File: config.mk
export PLATFORM = sky130hd
export DESIGN_NAME = cpu_step_ctrl
export DESIGN_NICKNAME = d
export VERILOG_FILES = /design/src/rtl/cpu_step_ctrl.sv
export SDC_FILE = /design/constraint.sdc
export NUM_CORES = 1
export LEC_CHECK = 0
export ABC_AREA = 1
export BUFFER_PORTS_ARGS = -buffer_cell sky130_fd_sc_hd__buf_2
export CORE_MARGIN = 4
export CORE_UTILIZATION = 40
export DETAILED_ROUTE_END_ITERATION = 8
export PLACE_DENSITY = 0.61
export SYNTH_ARGS = -nofsm -noshare
export SYNTH_HDL_FRONTEND = slang
export SYNTH_SLANG_ARGS = --single-unit
export TNS_END_PERCENT = 1
File: constraint.sdc
create_clock -name CLK -period 2.65 [get_ports CLK]
set_input_delay 0.1325 -clock CLK [delete_from_list [all_inputs] [get_ports CLK]]
set_output_delay 0.1325 -clock CLK [all_outputs]
set_load 0.05 [all_outputs]
File: src/rtl/cpu_step_ctrl.sv
// cpu_step_ctrl: turns the raw push-button and run-mode switch into a clean,
// fixed-width step clock for the CPU core, with single-step and auto modes.
//
//   state | meaning
//   ------+--------------------------------------------------------------
//   IDLE  | step_clk low, not busy; waits for a step request
//   HIGH  | step_clk high for PULSE_CYCLES cycles (pulse on first cycle)
//   LOW   | step_clk low for PULSE_CYCLES cycles, still busy
module cpu_step_ctrl #(
   parameter int DEBOUNCE_CYCLES = 1000000,
   parameter int PULSE_CYCLES    = 4,
   parameter int AUTO_DIV        = 25000000,
   parameter bit BTN_ACTIVE_LOW  = 1'b1
) (
   input  logic        CLK,
   input  logic        Reset,
   input  logic        button_in,
   input  logic        run_mode,
   input  logic        halt_in,
   output logic        step_clk,
   output logic        step_pulse,
   output logic [15:0] step_count,
   output logic        busy,
   output logic        btn_level
);

   localparam int DW = (DEBOUNCE_CYCLES > 1) ? $clog2(DEBOUNCE_CYCLES) : 1;
   localparam int AW = (AUTO_DIV > 1) ? $clog2(AUTO_DIV) : 1;
   localparam int TW = (PULSE_CYCLES > 1) ? $clog2(PULSE_CYCLES) : 1;

   localparam logic [DW-1:0] DB_LAST   = DW'(DEBOUNCE_CYCLES - 1);
   localparam logic [AW-1:0] AUTO_LAST = AW'(AUTO_DIV - 1);
   localparam logic [TW-1:0] T_LOAD    = TW'(PULSE_CYCLES - 1);

   typedef enum logic [1:0] {IDLE, HIGH, LOW} state_t;

   state_t          state;
   logic [TW-1:0]   tmr;
   logic            btn_s1, btn_s2;
   logic            mode_s1, mode_s2;
   logic [DW-1:0]   db_cnt;
   logic            press_evt;
   logic [AW-1:0]   auto_cnt;
   logic            auto_evt;
   logic            req;

   // Two-flop synchronisers; the button is normalised to 1 = pressed first so
   // the reset value of the chain reads as released.
   always_ff @(posedge CLK or posedge Reset) begin
      if (Reset) begin
         btn_s1  <= 1'b0;
         btn_s2  <= 1'b0;
         mode_s1 <= 1'b0;
         mode_s2 <= 1'b0;
      end else begin
         btn_s1  <= button_in ^ BTN_ACTIVE_LOW;
         btn_s2  <= btn_s1;
         mode_s1 <= run_mode;
         mode_s2 <= mode_s1;
      end
   end

   // Debounce: accept a new level only after DEBOUNCE_CYCLES differing samples.
   always_ff @(posedge CLK or posedge Reset) begin
      if (Reset) begin
         db_cnt    <= '0;
         btn_level <= 1'b0;
         press_evt <= 1'b0;
      end else begin
         press_evt <= 1'b0;
         if (btn_s2 == btn_level) begin
            db_cnt <= '0;
         end else if (db_cnt == DB_LAST) begin
            db_cnt    <= '0;
            btn_level <= ~btn_level;
            press_evt <= ~btn_level;
         end else begin
            db_cnt <= db_cnt + 1'b1;
         end
      end
   end

   // Auto-mode divider, parked at zero whenever single-step mode is selected.
   always_ff @(posedge CLK or posedge Reset) begin
      if (Reset) begin
         auto_cnt <= '0;
      end else if (!mode_s2 || auto_cnt == AUTO_LAST) begin
         auto_cnt <= '0;
      end else begin
         auto_cnt <= auto_cnt + 1'b1;
      end
   end

   assign auto_evt = mode_s2 && (auto_cnt == AUTO_LAST);
   assign req      = (press_evt && !mode_s2) || (auto_evt && !halt_in);

   // Step waveform FSM; tmr is a down-counter reloaded on each phase entry.
   always_ff @(posedge CLK or posedge Reset) begin
      if (Reset) begin
         state      <= IDLE;
         tmr        <= '0;
         step_clk   <= 1'b0;
         step_pulse <= 1'b0;
         busy       <= 1'b0;
         step_count <= '0;
      end else begin
         step_pulse <= 1'b0;
         case (state)
            IDLE: begin
               if (req) begin
                  state      <= HIGH;
                  tmr        <= T_LOAD;
                  step_clk   <= 1'b1;
                  step_pulse <= 1'b1;
                  busy       <= 1'b1;
                  step_count <= step_count + 16'd1;
               end
            end
            HIGH: begin
               if (tmr == '0) begin
                  state    <= LOW;
                  tmr      <= T_LOAD;
                  step_clk <= 1'b0;
               end else begin
                  tmr <= tmr - 1'b1;
               end
            end
            LOW: begin
               if (tmr == '0) begin
                  state <= IDLE;
                  busy  <= 1'b0;
               end else begin
                  tmr <= tmr - 1'b1;
               end
            end
            default: begin
               state    <= IDLE;
               step_clk <= 1'b0;
               busy     <= 1'b0;
            end
         endcase
      end
   end

endmodule

==> run metrics <==
outcome finished clean; required time worst endpoint 2.90 ns; busiest grt layer met2; Die Ht ~110 um; WL/cell 12.03 um; share of cells above drive strength 1 ~8.6%; final wirelength around 8100 um; ant diodes 0; GP Congestion a little over 0.8; Post-Syn Area 3948 um2; setup repair bufs after CTS 0; Arr. time, crit path approximately 2.2 ns; CTS Root Cell clkbuf_8; row cnt 35; Avg Cell Area, Syn 7.817 um2; Placeable Area between 9000 and 10,000 um2; #FFs+latches synth 74; ANT nets after route 0; final core occ around 48%; Post-layout nets 553; clk_skew 0.01634 ns; Starting Density between 40% and 50%; pin count of the biggest net entering global routing 67; peak supply drop between 400 and 500 uV; IO Port Bufs 24; crit share post-route 74.24%; power density cells 753.6 nW/um2; Final Hold Vio Count 0; # DRC 0; initial antenna violation count 0; Worst-Skew Late Latency 0.34 ns; Max-Cap Viols 0; synth unique cells 26; CTS tree built; Crit Path Category reg -> reg; Congestion Overflow GR 0; Final Max Tran Viols 0; first-pass GRT wire length about 14,000 um; CTS Buf Count 9; Iter 0 DRT Violations ~140; worst hold path type in -> async; Syn Nets just over 500; Overall Global Routing Usage ~15%; Post-DP HPWL 5858 um; Static Leak approximately 2 nW; synth warn 0; Max clock buf depth 2; GRT met1 Usage between 20% and 30%; Final Critical Period 1.967 ns; grt met2 use 24.84%; CP peak stage delay 0.37 ns; Setup violations, final 0; Worst-path clk slew roughly 0.08 ns; post-CTS sizing 0; Setup TNS 0 ns; crit start category flip-flop; worst-margin pin slew between 0.5 and 0.6 ns; die width about 110 um; cells after synthesis approximately 500; via count 3,194; crit path cell chain ha_1, nand2_2, nor2_4, nand2_1, nor2_1, nand2_1, nand2_4, nand3_4, clkinv_4, nand2_1, o21ai_0; drt first pass iters 4; sequential element share of the synthesized area approximately 47%; Syn-to-layout area delta 13.57%; worst-path fanout max 26; die area around 12,000 um2; htree depth 3; Critical Path Slowest Stage Cell dfrtp_1; Rel. slew slack 65.97%; Crit path top cell by count nand2_1; RSZ-0062 raised after global routing false; met3 Track Usage GR 3.659%; CP endpoint kind flip-flop; vias in the first global route 3,122; Fmax a little over 500 MHz; vias per cell roughly 4.7; # IOs 25; total clock sinks 74
[per-layer routing]
layer | up-vias | part of all wire (%)
li1 | 1653 | -
met1 | 1505 | 50
met2 | 30 | 46
met3 | 6 | 2.9
met4 | 0 | 0.80
met5 | - | 0
[path summary, 6_finish.rpt]
| check | start | to | slack (ns) | depth (start not counted) |
|---|---|---|---|---|
| min | Reset | busy | 0.24 | 3 |
| max in group asynchronous | Reset | db_cnt[12] | 1.80 | 4 |
| min in group CLK | btn_s1 | btn_s2 | 0.35 | 0 |
| max | auto_cnt[0] | step_count[13] | 0.68 | 11 |
| min reg2reg | btn_s1 | btn_s2 | 0.35 | 0 |
| max reg2reg | auto_cnt[0] | step_count[13] | 0.68 | 11 |
[stage by stage]
| stage | instances | area (um2) | setup slack [ns] | hold WS [ns] | total power [mW] |
|---|---|---|---|---|---|
| 2_1_floorplan | 505 | 3948 | 0.6359 | 0.1639 | 2.138 |
| 3_3_place_gp | 655 | 4219 | 0.7343 | 0.05867 | 2.341 |
| 3_5_place_dp | 655 | 4219 | 0.6729 | 0.06082 | 2.357 |
| 4_1_cts | 674 | 4483 | 0.6677 | 0.2243 | 3.423 |
| 5_1_grt | 674 | 4483 | 0.4961 | 0.2594 | 3.586 |
| 6_report | 674 | 4483 | 0.6826 | 0.2429 | 3.379 |
[what timing repair did]
item,4_1_cts,5_1_grt
hold buffers,3,0
endpoints found under the setup margin,0,0
endpoints found under the hold margin,10,0
[area by class of cell]
cell class	count	area, um2
clock inverters	5	102.6
flip-flops and latches	74	1852
multi-input cells	358	1798
inverters	68	260.3
well taps	129	161.4
clock buffers	11	131.4
repair buffers	29	177.7
fillers	950	4932
[worst max-delay path: cells and delay by family (launching register included)]
family,cells,cell delay [ns]
AOI/OAI and AO/OA,1,0.08
adders and majority gates,1,0.24
buffers and inverters,1,0.20
DFF,1,0.37
and+or+nand+nor,8,1.00
[where the power goes]
part	leakage (nW)	total, mW	internal, mW	switching [mW]
sequential	0.997	1.38	1.26	0.119
combinational	0.944	0.956	0.252	0.704
clock	0.114	1.04	0.625	0.416
[cells by family (layout without fill, tap and decap cells)]
logic type,count (synthesis),after routing,share of synthesized area [%]
AOI/OAI and AO/OA,40,40,5.293
DFF,74,74,46.91
adders and majority gates,8,8,2.536
buffers and inverters,73,113,7.543
muxes,1,1,0.2852
and+or+nand+nor,277,277,30.33
xor gates and xnor gates,32,32,7.100
[state kept, by name, indices dropped and copies added (netlist names)]
name,flops
press_evt,1
busy,1
btn_s1,1
mode_s2,1
btn_level,1
btn_s2,1
auto_cnt,25
state,2
step_pulse,1
step_clk,1
db_cnt,20
step_count,16
tmr,2
mode_s1,1
[Yosys cell counts]
master / number / area share, %
a21oi_1: 15 / 1.9
a31oi_1: 1 / 0.16
and3_1: 1 / 0.16
buf_2: 3 / 0.38
buf_6: 2 / 0.57
clkinv_4: 1 / 0.22
dfrtp_1: 74 / 47
ha_1: 8 / 2.5
inv_1: 67 / 6.4
mux2_2: 1 / 0.29
nand2_1: 115 / 11
nand2_2: 1 / 0.16
nand2_4: 1 / 0.29
nand3_1: 31 / 3.9
nand3_4: 1 / 0.44
nand3b_1: 1 / 0.19
nand4_1: 10 / 1.6
nor2_1: 84 / 8.0
nor2_4: 1 / 0.29
nor3_1: 24 / 3.0
nor3b_1: 7 / 1.3
o21a_1: 3 / 0.57
o21ai_0: 17 / 2.2
o21ai_1: 4 / 0.51
xnor2_1: 6 / 1.3
xor2_1: 26 / 5.8
[layout by cell type (no fill, tap or decap), drive strengths merged]
cell type / netlist / final
a31oi: 1 / 1
nor3: 24 / 24
o21a: 3 / 3
o21ai: 21 / 21
nand2: 117 / 117
mux2: 1 / 1
xnor2: 6 / 6
clkbuf: 0 / 11
nand4: 10 / 10
nor2: 85 / 85
dfrtp: 74 / 74
inv: 67 / 67
bufinv: 0 / 3
clkinvlp: 0 / 1
dlygate4sd3: 0 / 3
and3: 1 / 1
xor2: 26 / 26
nor3b: 7 / 7
buf: 5 / 26
a21oi: 15 / 15
nand3: 32 / 32
nand3b: 1 / 1
ha: 8 / 8
clkinv: 1 / 2
Note: power is estimated with default switching activity, not from simulation.
